## config.mk

```make
export PLATFORM = sky130hd
export DESIGN_NAME = mem_access_unit
export DESIGN_NICKNAME = d
export VERILOG_FILES = /design/src/rtl/mem_access_unit_pkg.sv /design/src/rtl/load_align.sv /design/src/rtl/mem_access_unit.sv
export SDC_FILE = /design/constraint.sdc
export NUM_CORES = 1
export LEC_CHECK = 0
export CORE_UTILIZATION = 45
export CTS_CLUSTER_DIAMETER = 120
export DETAILED_ROUTE_END_ITERATION = 16
export PLACE_DENSITY = 0.83
export SYNTH_ARGS = -nofsm -noshare
export SYNTH_HDL_FRONTEND = slang
export SYNTH_SLANG_ARGS = --single-unit
```

## constraint.sdc

```tcl
create_clock -name clock -period 2.9 [get_ports clock]
set_input_delay 0.58 -clock clock [delete_from_list [all_inputs] [get_ports clock]]
set_output_delay 0.58 -clock clock [all_outputs]
set_load 0.02 [all_outputs]
```

## src/rtl/mem_access_unit_pkg.sv

```systemverilog
// Shared pipeline definitions: data-size encodings and MEM-stage FSM states.
package mem_access_unit_pkg;

  localparam logic [1:0] DSIZE_BYTE = 2'b00;
  localparam logic [1:0] DSIZE_HALF = 2'b01;
  localparam logic [1:0] DSIZE_WORD = 2'b10;

  typedef enum logic [1:0] {
    ST_IDLE = 2'b00,
    ST_BUSY = 2'b01,
    ST_ERR  = 2'b10
  } state_t;

endpackage

```

## src/rtl/load_align.sv

```systemverilog
// Load lane select and extension.
// Ports: rdata (bus word), addr (byte offset), dsize, loadext (1 = sign) -> data.
// Lanes are big-endian: byte offset 0 is rdata[31:24].
module load_align
  import mem_access_unit_pkg::*;
(
  input  logic [31:0] rdata,
  input  logic [1:0]  addr,
  input  logic [1:0]  dsize,
  input  logic        loadext,
  output logic [31:0] data
);

  logic [7:0]  byte_val;
  logic [15:0] half_val;

  always_comb begin
    byte_val = '0;
    case (addr)
      2'd0:    byte_val = rdata[31:24];
      2'd1:    byte_val = rdata[23:16];
      2'd2:    byte_val = rdata[15:8];
      default: byte_val = rdata[7:0];
    endcase
    half_val = addr[1] ? rdata[15:0] : rdata[31:16];
  end

  always_comb begin
    data = rdata;
    case (dsize)
      DSIZE_BYTE: data = {{24{loadext & byte_val[7]}}, byte_val};
      DSIZE_HALF: data = {{16{loadext & half_val[15]}}, half_val};
      default:    data = rdata;
    endcase
  end

endmodule

```

## src/rtl/mem_access_unit.sv

```systemverilog
// MEM-stage data access unit: one req/ack transaction per load or store,
// load extraction, pipeline stall and the MEM/WB register.
// Ports: EX/MEM fields (mem_*), data bus (dmem_*), stall, MEM/WB fields (wb_*).
module mem_access_unit
  import mem_access_unit_pkg::*;
#(
  parameter int unsigned TIMEOUT = 16
) (
  input  logic        clock,
  input  logic        reset,
  input  logic        mem_memwr,
  input  logic        mem_memtoreg,
  input  logic        mem_regwr,
  input  logic        mem_loadext,
  input  logic        mem_jal,
  input  logic [1:0]  mem_dsize,
  input  logic [1:0]  mem_fpoint,
  input  logic [4:0]  mem_rw,
  input  logic [31:0] mem_execresult,
  input  logic [31:0] mem_busb,
  output logic        dmem_req,
  output logic        dmem_we,
  output logic [31:0] dmem_addr,
  output logic [3:0]  dmem_be,
  output logic [31:0] dmem_wdata,
  input  logic [31:0] dmem_rdata,
  input  logic        dmem_ack,
  output logic        stall,
  output logic        wb_regwr,
  output logic        wb_memtoreg,
  output logic        wb_jal,
  output logic [4:0]  wb_rw,
  output logic [1:0]  wb_fpoint,
  output logic [31:0] wb_result,
  output logic [31:0] wb_memdata,
  output logic        wb_misalign,
  output logic        wb_buserr
);

  localparam int unsigned   CW       = $clog2(TIMEOUT + 1);
  localparam logic [CW-1:0] CNT_LAST = CW'(TIMEOUT - 1);

  state_t        state;
  logic [CW-1:0] cnt;

  logic        access;
  logic        misalign;
  logic        mis_acc;
  logic        go;
  logic [3:0]  be_c;
  logic [31:0] wdata_c;
  logic [31:0] load_data;

  logic        n_regwr;
  logic        n_memtoreg;
  logic        n_jal;
  logic        n_misalign;
  logic        n_buserr;
  logic [31:0] n_memdata;

  always_comb begin
    access   = mem_memwr | mem_memtoreg;
    misalign = ((mem_dsize == DSIZE_HALF) & mem_execresult[0]) |
               (mem_dsize[1] & (|mem_execresult[1:0]));
    mis_acc  = access & misalign;
    go       = access & ~misalign;
  end

  always_comb begin
    be_c    = 4'b1111;
    wdata_c = mem_busb;
    case (mem_dsize)
      DSIZE_BYTE: begin
        be_c    = 4'b1000 >> mem_execresult[1:0];
        wdata_c = {4{mem_busb[7:0]}};
      end
      DSIZE_HALF: begin
        be_c    = mem_execresult[1] ? 4'b0011 : 4'b1100;
        wdata_c = {2{mem_busb[15:0]}};
      end
      default: begin
        be_c    = 4'b1111;
        wdata_c = mem_busb;
      end
    endcase
  end

  assign stall = ((state == ST_IDLE) & go) |
                 ((state == ST_BUSY) & ~dmem_ack) |
                 (state == ST_ERR);

  load_align u_load_align (
    .rdata   (dmem_rdata),
    .addr    (mem_execresult[1:0]),
    .dsize   (mem_dsize),
    .loadext (mem_loadext),
    .data    (load_data)
  );

  // Defaults form the bubble; each state overrides only when the
  // instruction actually retires into MEM/WB this cycle.
  always_comb begin
    n_regwr    = 1'b0;
    n_memtoreg = 1'b0;
    n_jal      = 1'b0;
    n_misalign = 1'b0;
    n_buserr   = 1'b0;
    n_memdata  = '0;
    case (state)
      ST_IDLE: begin
        if (!go) begin
          n_regwr    = mem_regwr & ~mis_acc;
          n_memtoreg = mem_memtoreg;
          n_jal      = mem_jal;
          n_misalign = mis_acc;
        end
      end
      ST_BUSY: begin
        if (dmem_ack) begin
          n_regwr    = mem_regwr;
          n_memtoreg = mem_memtoreg;
          n_jal      = mem_jal;
          n_memdata  = mem_memwr ? '0 : load_data;
        end
      end
      ST_ERR: begin
        n_memtoreg = mem_memtoreg;
        n_jal      = mem_jal;
        n_buserr   = 1'b1;
      end
      default: ;
    endcase
  end

  always_ff @(posedge clock) begin
    if (reset) begin
      state       <= ST_IDLE;
      cnt         <= '0;
      dmem_req    <= 1'b0;
      dmem_we     <= 1'b0;
      dmem_addr   <= '0;
      dmem_be     <= '0;
      dmem_wdata  <= '0;
      wb_regwr    <= 1'b0;
      wb_memtoreg <= 1'b0;
      wb_jal      <= 1'b0;
      wb_rw       <= '0;
      wb_fpoint   <= '0;
      wb_result   <= '0;
      wb_memdata  <= '0;
      wb_misalign <= 1'b0;
      wb_buserr   <= 1'b0;
    end else begin
      wb_regwr    <= n_regwr;
      wb_memtoreg <= n_memtoreg;
      wb_jal      <= n_jal;
      wb_misalign <= n_misalign;
      wb_buserr   <= n_buserr;
      wb_memdata  <= n_memdata;
      wb_rw       <= mem_rw;
      wb_fpoint   <= mem_fpoint;
      wb_result   <= mem_execresult;

      case (state)
        ST_IDLE: begin
          if (go) begin
            state      <= ST_BUSY;
            cnt        <= '0;
            dmem_req   <= 1'b1;
            dmem_we    <= mem_memwr;
            dmem_addr  <= {mem_execresult[31:2], 2'b00};
            dmem_be    <= be_c;
            dmem_wdata <= wdata_c;
          end
        end
        ST_BUSY: begin
          if (dmem_ack) begin
            state    <= ST_IDLE;
            dmem_req <= 1'b0;
          end else begin
            cnt <= cnt + 1'b1;
            // Ack takes priority over the final count.
            if (cnt == CNT_LAST) begin
              state    <= ST_ERR;
              dmem_req <= 1'b0;
            end
          end
        end
        ST_ERR: begin
          state    <= ST_IDLE;
          dmem_req <= 1'b0;
        end
        default: state <= ST_IDLE;
      endcase
    end
  end

endmodule

```

# ---- Word-level counts from Yosys, hierarchy flattened
# Index checks and enable logic that the tools add are counted.
dict set report classes {
  add_sub_neg 1
  n_reduce_logical 12
  n_eq_ne 9
  muxes 27
  bitwise 18
  shift 1
}
# op count
set ops {}
lappend ops {{$pmux W32 S2} 2}
lappend ops {{$pmux W8 S3} 1}
lappend ops {{$mux W16} 1}
lappend ops {{$mux W1} 10}
lappend ops {{$mux W5} 2}
lappend ops {{$pmux W5 S2} 1}
lappend ops {{$and A1 B1 Y1} 9}
lappend ops {{$pmux W1 S3} 3}
lappend ops {{$pmux W4 S2} 1}
lappend ops {{$eq A2 B1 Y1 const B} 3}
lappend ops {{$logic_not A2 Y1} 3}
lappend ops {{$mux W2} 3}
lappend ops {{$reduce_and A3 Y1} 2}
lappend ops {{$add A5 B1 Y5 const B} 1}
lappend ops {{$eq A5 B4 Y1 const B} 1}
lappend ops {{$not A1 Y1} 5}
lappend ops {{$eq A2 B2 Y1 const B} 2}
lappend ops {{$mux W4} 1}
lappend ops {{$ne A2 B2 Y1 const B} 2}
lappend ops {{$or A1 B1 Y1} 4}
lappend ops {{$pmux W2 S2} 1}
lappend ops {{$reduce_and A2 Y1} 2}
lappend ops {{$reduce_or A4 Y1} 1}
lappend ops {{$shr A4 B2 Y4 const A} 1}
lappend ops {{other kinds (6)} 6}
dict set report word_totals {
  elab_cells 84
  out_inout_bits 147
  reg_bits 151
  input_bits 113
}

# ---- Longest topological paths before layout
dict set report depth {
  word_depth 8
  depth_mapped 10
  ltp_nobuf 6
}

# ---- Cells and area by module
# Synthesis repeated with hierarchy kept, for this count alone.
dict set report hier_totals {
  cells_unflattened 654
  area_unflattened_um2 6123.4
}
# module n_inst seq_area_each_um2 cells_each area_each_um2
set modules_own_cells {}
lappend modules_own_cells {mem_access_unit 1 3022.9 547 5293.8}
lappend modules_own_cells {load_align 1 0.0 107 829.5}

# ---- Worst setup path before layout
# Ideal clock, no wire load.
dict set report synth_path {
  kind {flip-flop to output port}
  from {register state[0]}
  to {output port stall}
  path_buffers 3
  t_arrival_ns 1.637
  stages_incl_launch_ff 9
  setup_slack_ns 0.683
  required_ns 2.320
  path_cell_list {dfxtp_1 inv_1 ha_1 buf_2 o21a_1 nand3_1 buf_2 clkbuf_1 nand3b_1}
}
dict set report synth_via {
  elab_chain_len 4
  word_cells_on_any_way 7
  classes_between {eq/ne: 2; bitwise: 4; reduce/logical: 1}
}
# item line_no
set synth_lines {}
lappend synth_lines {{from (decl)} mem_access_unit.sv:43} ;# state_t state;
lappend synth_lines {{from (signal assigned)} mem_access_unit.sv:137} ;# state <= ST_IDLE;
lappend synth_lines {{from (signal assigned)} mem_access_unit.sv:167} ;# state <= ST_BUSY;
lappend synth_lines {{from (signal assigned)} mem_access_unit.sv:178} ;# state <= ST_IDLE;
lappend synth_lines {{$eq A2 B1 Y1 or $logic_not A2 Y1 (tied branches)} {mem_access_unit.sv:89, mem_access_unit.sv:88}}
lappend synth_lines {{$and A1 B1 Y1, on equally long branches} {mem_access_unit.sv:89, mem_access_unit.sv:88}}
lappend synth_lines {{$or A1 B1 Y1} mem_access_unit.sv:88} ;# assign stall = ((state == ST_IDLE) & go) |
lappend synth_lines {{$or A1 B1 Y1 *} mem_access_unit.sv:89} ;# ((state == ST_BUSY) & ~dmem_ack) |
lappend synth_lines {{to (decl)} mem_access_unit.sv:28} ;# output logic stall,
# Every way passes the cells marked *; elsewhere a longest branch is shown, timed or not.

# ---- Final worst setup path
# Ends and elaborated chain as after synthesis.

==> qor.log <==
qor: cells_and_area.design.final.nets 990
qor: cells_and_area.finish.cell_count_without_fillers 1055
qor: global_routing.pin_count_of_the_biggest_net_entering_global_routing 62
qor: clock_tree.worst_skew_pair.late_latency 410 ps
qor: run_status.outcome complete, no violations
qor: hold_path.worst_hold_path_type input pin to flop
qor: route.met3_length 1750 um
qor: logic_synthesis.synth-edff-count 0
qor: logic_synthesis.synthTopCellsByArea dfxtp_1 (52%), nand2_1 (7.3%), a21oi_1 (4.7%)
qor: cells_and_area.layout-area-overhead-vs-synth 56.7%
qor: cells_and_area.area.sequential 3020 sq um
qor: critical_path.peak_per_stage_delay_on_the_critical_path 330 ps
qor: pwr.power_frac_clock 42.2%
qor: timing.timing.final.setup_violations 0
qor: critical_path.crit_path_top_delay_cell dfxtp_1
qor: route.ant_nets 0
qor: global_routing.number_of_global_route_vias_before_repair 5352
qor: placement.globalplace.congestion 0.817
qor: placement.dp_hpwl 12800 um
qor: timing.final_number_of_hold_violating_endpoints 0
qor: clock_tree.postCtsSetupRepairBufs 0
qor: clock_tree.cts_buffers 17
qor: logic_synthesis.ys_types 52
qor: logic_synthesis.seq_area_frac_synth 52.2%
qor: placement.pre_cts_slack 165 ps
qor: critical_path.critical_path.startpoint_type flop
qor: clock_tree.cts.reportedPaths.clkPinSlew 60 ps
qor: pwr.power_switching_share 24.8%
qor: floorplanning.initial_core_util 46.1%
qor: clock_tree.cts.root.buffer_cell clkbuf_16
qor: critical_path.cp.arrival 1860 ps
qor: critical_path.rrSetupSlack 700 ps
qor: critical_path.criticalPathCategory flop to primary output
qor: global_routing.grt_remaining_overflow 0
qor: pwr.p_seq_share 40.2%
qor: route.wirelength_met1 6730 um
qor: clock_tree.holdBufCountCts 0
qor: critical_path.critical_path_required 2320 ps
qor: logic_synthesis.post_synthesis_sequential_element_count 151
qor: logic_synthesis.mappedNetlistArea 5800 sq um
qor: logic_synthesis.synth_cells 634
qor: route.firstDrtPassIters 5
qor: global_routing.combined_global_route_utilization_of_all_metal_layers 26.5%
qor: logic_synthesis.postSynthAreaPerCell 9.14 sq um
qor: pwr.internal_power 4.22 mW
qor: clock_tree.cts.repair.resized 1
qor: route.met2WireLength 8770 um
qor: run.max-cap-violations 0
qor: critical_path.crit_fanout 10
qor: pwr.switch_pwr 1.39 mW
qor: timing.timing.final.crit_period 2440 ps
qor: placement.buffer_ports.inserted 257
qor: timing.worst_slew_pin_slew 704 ps
qor: logic_synthesis.ys_warn_count 0
qor: clock_tree.htree_levels 4
qor: pwr.total_power 5.61 mW
qor: pwr.power.static_leakage 3.63 nW
qor: route.routed_via_density 5.20
qor: logic_synthesis.synth_area_leader_cell dfxtp_1
qor: route.via_count 5486
qor: route.uppermost_layer_routed met4
qor: logic_synthesis.area_share_of_the_largest_cell_type_after_synthesis 52.2%
qor: floorplanning.design.core.area 12600 sq um
qor: floorplanning.floorplan.die_area 13300 sq um
qor: timing.fin_crit_sh 84.1%
qor: floorplanning.ioPinCount 260
qor: timing.max_freq 410 MHz
qor: floorplanning.die_y 115 um
qor: timing.finClkSkew 5.33 ps
qor: pwr.vdd.ir_drop.worst 0.000339 V
qor: timing.relSlewSlack 52.9%
qor: route.initialDrtViolationCount 336
qor: clock_tree.tritoncts yes
qor: critical_path.critical_path.cell_chain inv_1 > ha_2 > o21a_1 > nand3_2 > nand3b_1 > dlymetal6s2s_1
qor: timing.layout_setup_ws 462 ps
qor: timing.rsz0062_at_grt false
qor: pwr.p_comb_share 17.7%
qor: global_routing.grt_pass1_wl 27000 um
qor: critical_path.worstSetupEndpointType primary output
qor: floorplanning.die_width 115 um
qor: timing.final-max-slew-violation-count 0
qor: cells_and_area.fill_cells 921
qor: floorplanning.placement_row_count 41
qor: clock_tree.clock-sinks 151
qor: route.route.final.wire_length 17700 um
qor: logic_synthesis.synth-async-reset-ratio 0%
qor: timing.fin_setup_tns 0 ps
qor: route.remaining_drc_errors 0
qor: cells_and_area.antenna-diode-count 0
qor: cells_and_area.multiInputGateArea 2500 sq um
qor: clock_tree.clock_path_buffers 2
qor: pwr.power_density 618 nW/um^2
qor: global_routing.antenna_violations_before_repair 0
qor: placement.dp_cells 1024
qor: route.detail_route.wl_per_cell 16.8 um
qor: logic_synthesis.dominantRegCellSynth dfxtp_1
qor: cells_and_area.final_layout_size_suffix_gt1_share 6.80%
## power groups by stage
stage	clock network, mW	registers [mW]	logic (mW)
2_1_floorplan	0	2.44	0.342
3_3_place_gp	0	2.29	0.964
3_5_place_dp	0	2.30	0.985
4_1_cts	2.40	2.25	0.993
5_1_grt	2.49	2.27	1.06
6_report	2.37	2.25	0.991
## cell usage in the layout, fill, tap and decap left out, types with 17 or more instances in the layout
master           instances
a21oi_1                 55
clkdlybuf4s50_1        254
dfxtp_1                151
a21o_1                  18
nor2b_1                 43
o21ai_0                 33
nand2_1                113
mux2i_1                 27
nor2_1                  34
clkbuf_16               17
## cells in the mapped netlist, drive strengths merged (9+ instances only)
cell	count
mux2i	27
a21o	18
nand2	113
inv	9
buf	33
nor2b	43
o21ai	34
a22oi	9
a21oi	55
clkbuf	19
nor2	36
a211oi	13
dfxtp	151
## flip-flops by register name, summed over array words and instances, names as in the netlist, 2 cells and up
name	count
cnt	5
dmem_addr	30
dmem_be	4
dmem_wdata	32
state	2
wb_fpoint	2
wb_memdata	32
wb_result	32
wb_rw	5
## stage by stage
| step | util, % | cell area, sq um | hold slack, ps |
|---|---|---|---|
| 6_report | 72.3 | 9080 | 434 |
| 3_3_place_gp | 67.1 | 8430 | 441 |
| 2_1_floorplan | - | 5800 | 482 |
| 5_1_grt | 72.3 | 9080 | 446 |
| 4_1_cts | 72.2 | 9080 | 416 |
| 3_5_place_dp | 67.1 | 8430 | 447 |
## layout make-up
class,instances,area share [%]
Timing Repair Buffer,269,29.4
Clock buffer,23,5.48
Sequential cell,151,33.3
Tap cell,172,2.37
Inverter,9,0.372
Multi-Input combinational cell,423,27.5
Clock inverter,8,1.57
## per-layer routing
layer / vias to the layer above / track usage (%)
met4: 0 / 12.5
met2: 236 / 46.2
li1: 2636 / -
met1: 2580 / 28.5
met5: - / 0
met3: 34 / 9.68
## final timing paths
check	endpoint	start	depth (start not counted)
worst max-delay path	stall	state[0]	6
worst min register to register	dmem_addr[13]	dmem_addr[13]	2
worst max register to register	dmem_req	state[0]	7
worst min-delay path	wb_result[0]	reset	2
## worst max-delay path: cells and delay by family, from the launching register on
kind / cells / cell delay [ps]
AO/OA/AOI/OAI: 1 / 220
buffers and inverters: 2 / 370
flip-flops: 1 / 330
adder cells (fa/ha/maj): 1 / 310
AND/OR/NAND/NOR: 2 / 220
## logic make-up (layout without fill, tap and decap cells)
family                     after synthesis  in the layout  share of synthesized area (%)
AOI/OAI and AO/OA                      156            156                           17.1
other                                    1              2                         0.0647
buffers and inverters                   61            309                           4.99
DFF                                    151            151                           52.2
muxes                                   29             29                           5.25
adders and majority gates                6              6                           1.30
and+or+nand+nor                        230            230                           19.2
No activity file was read; power rests on OpenSTA's default activity.
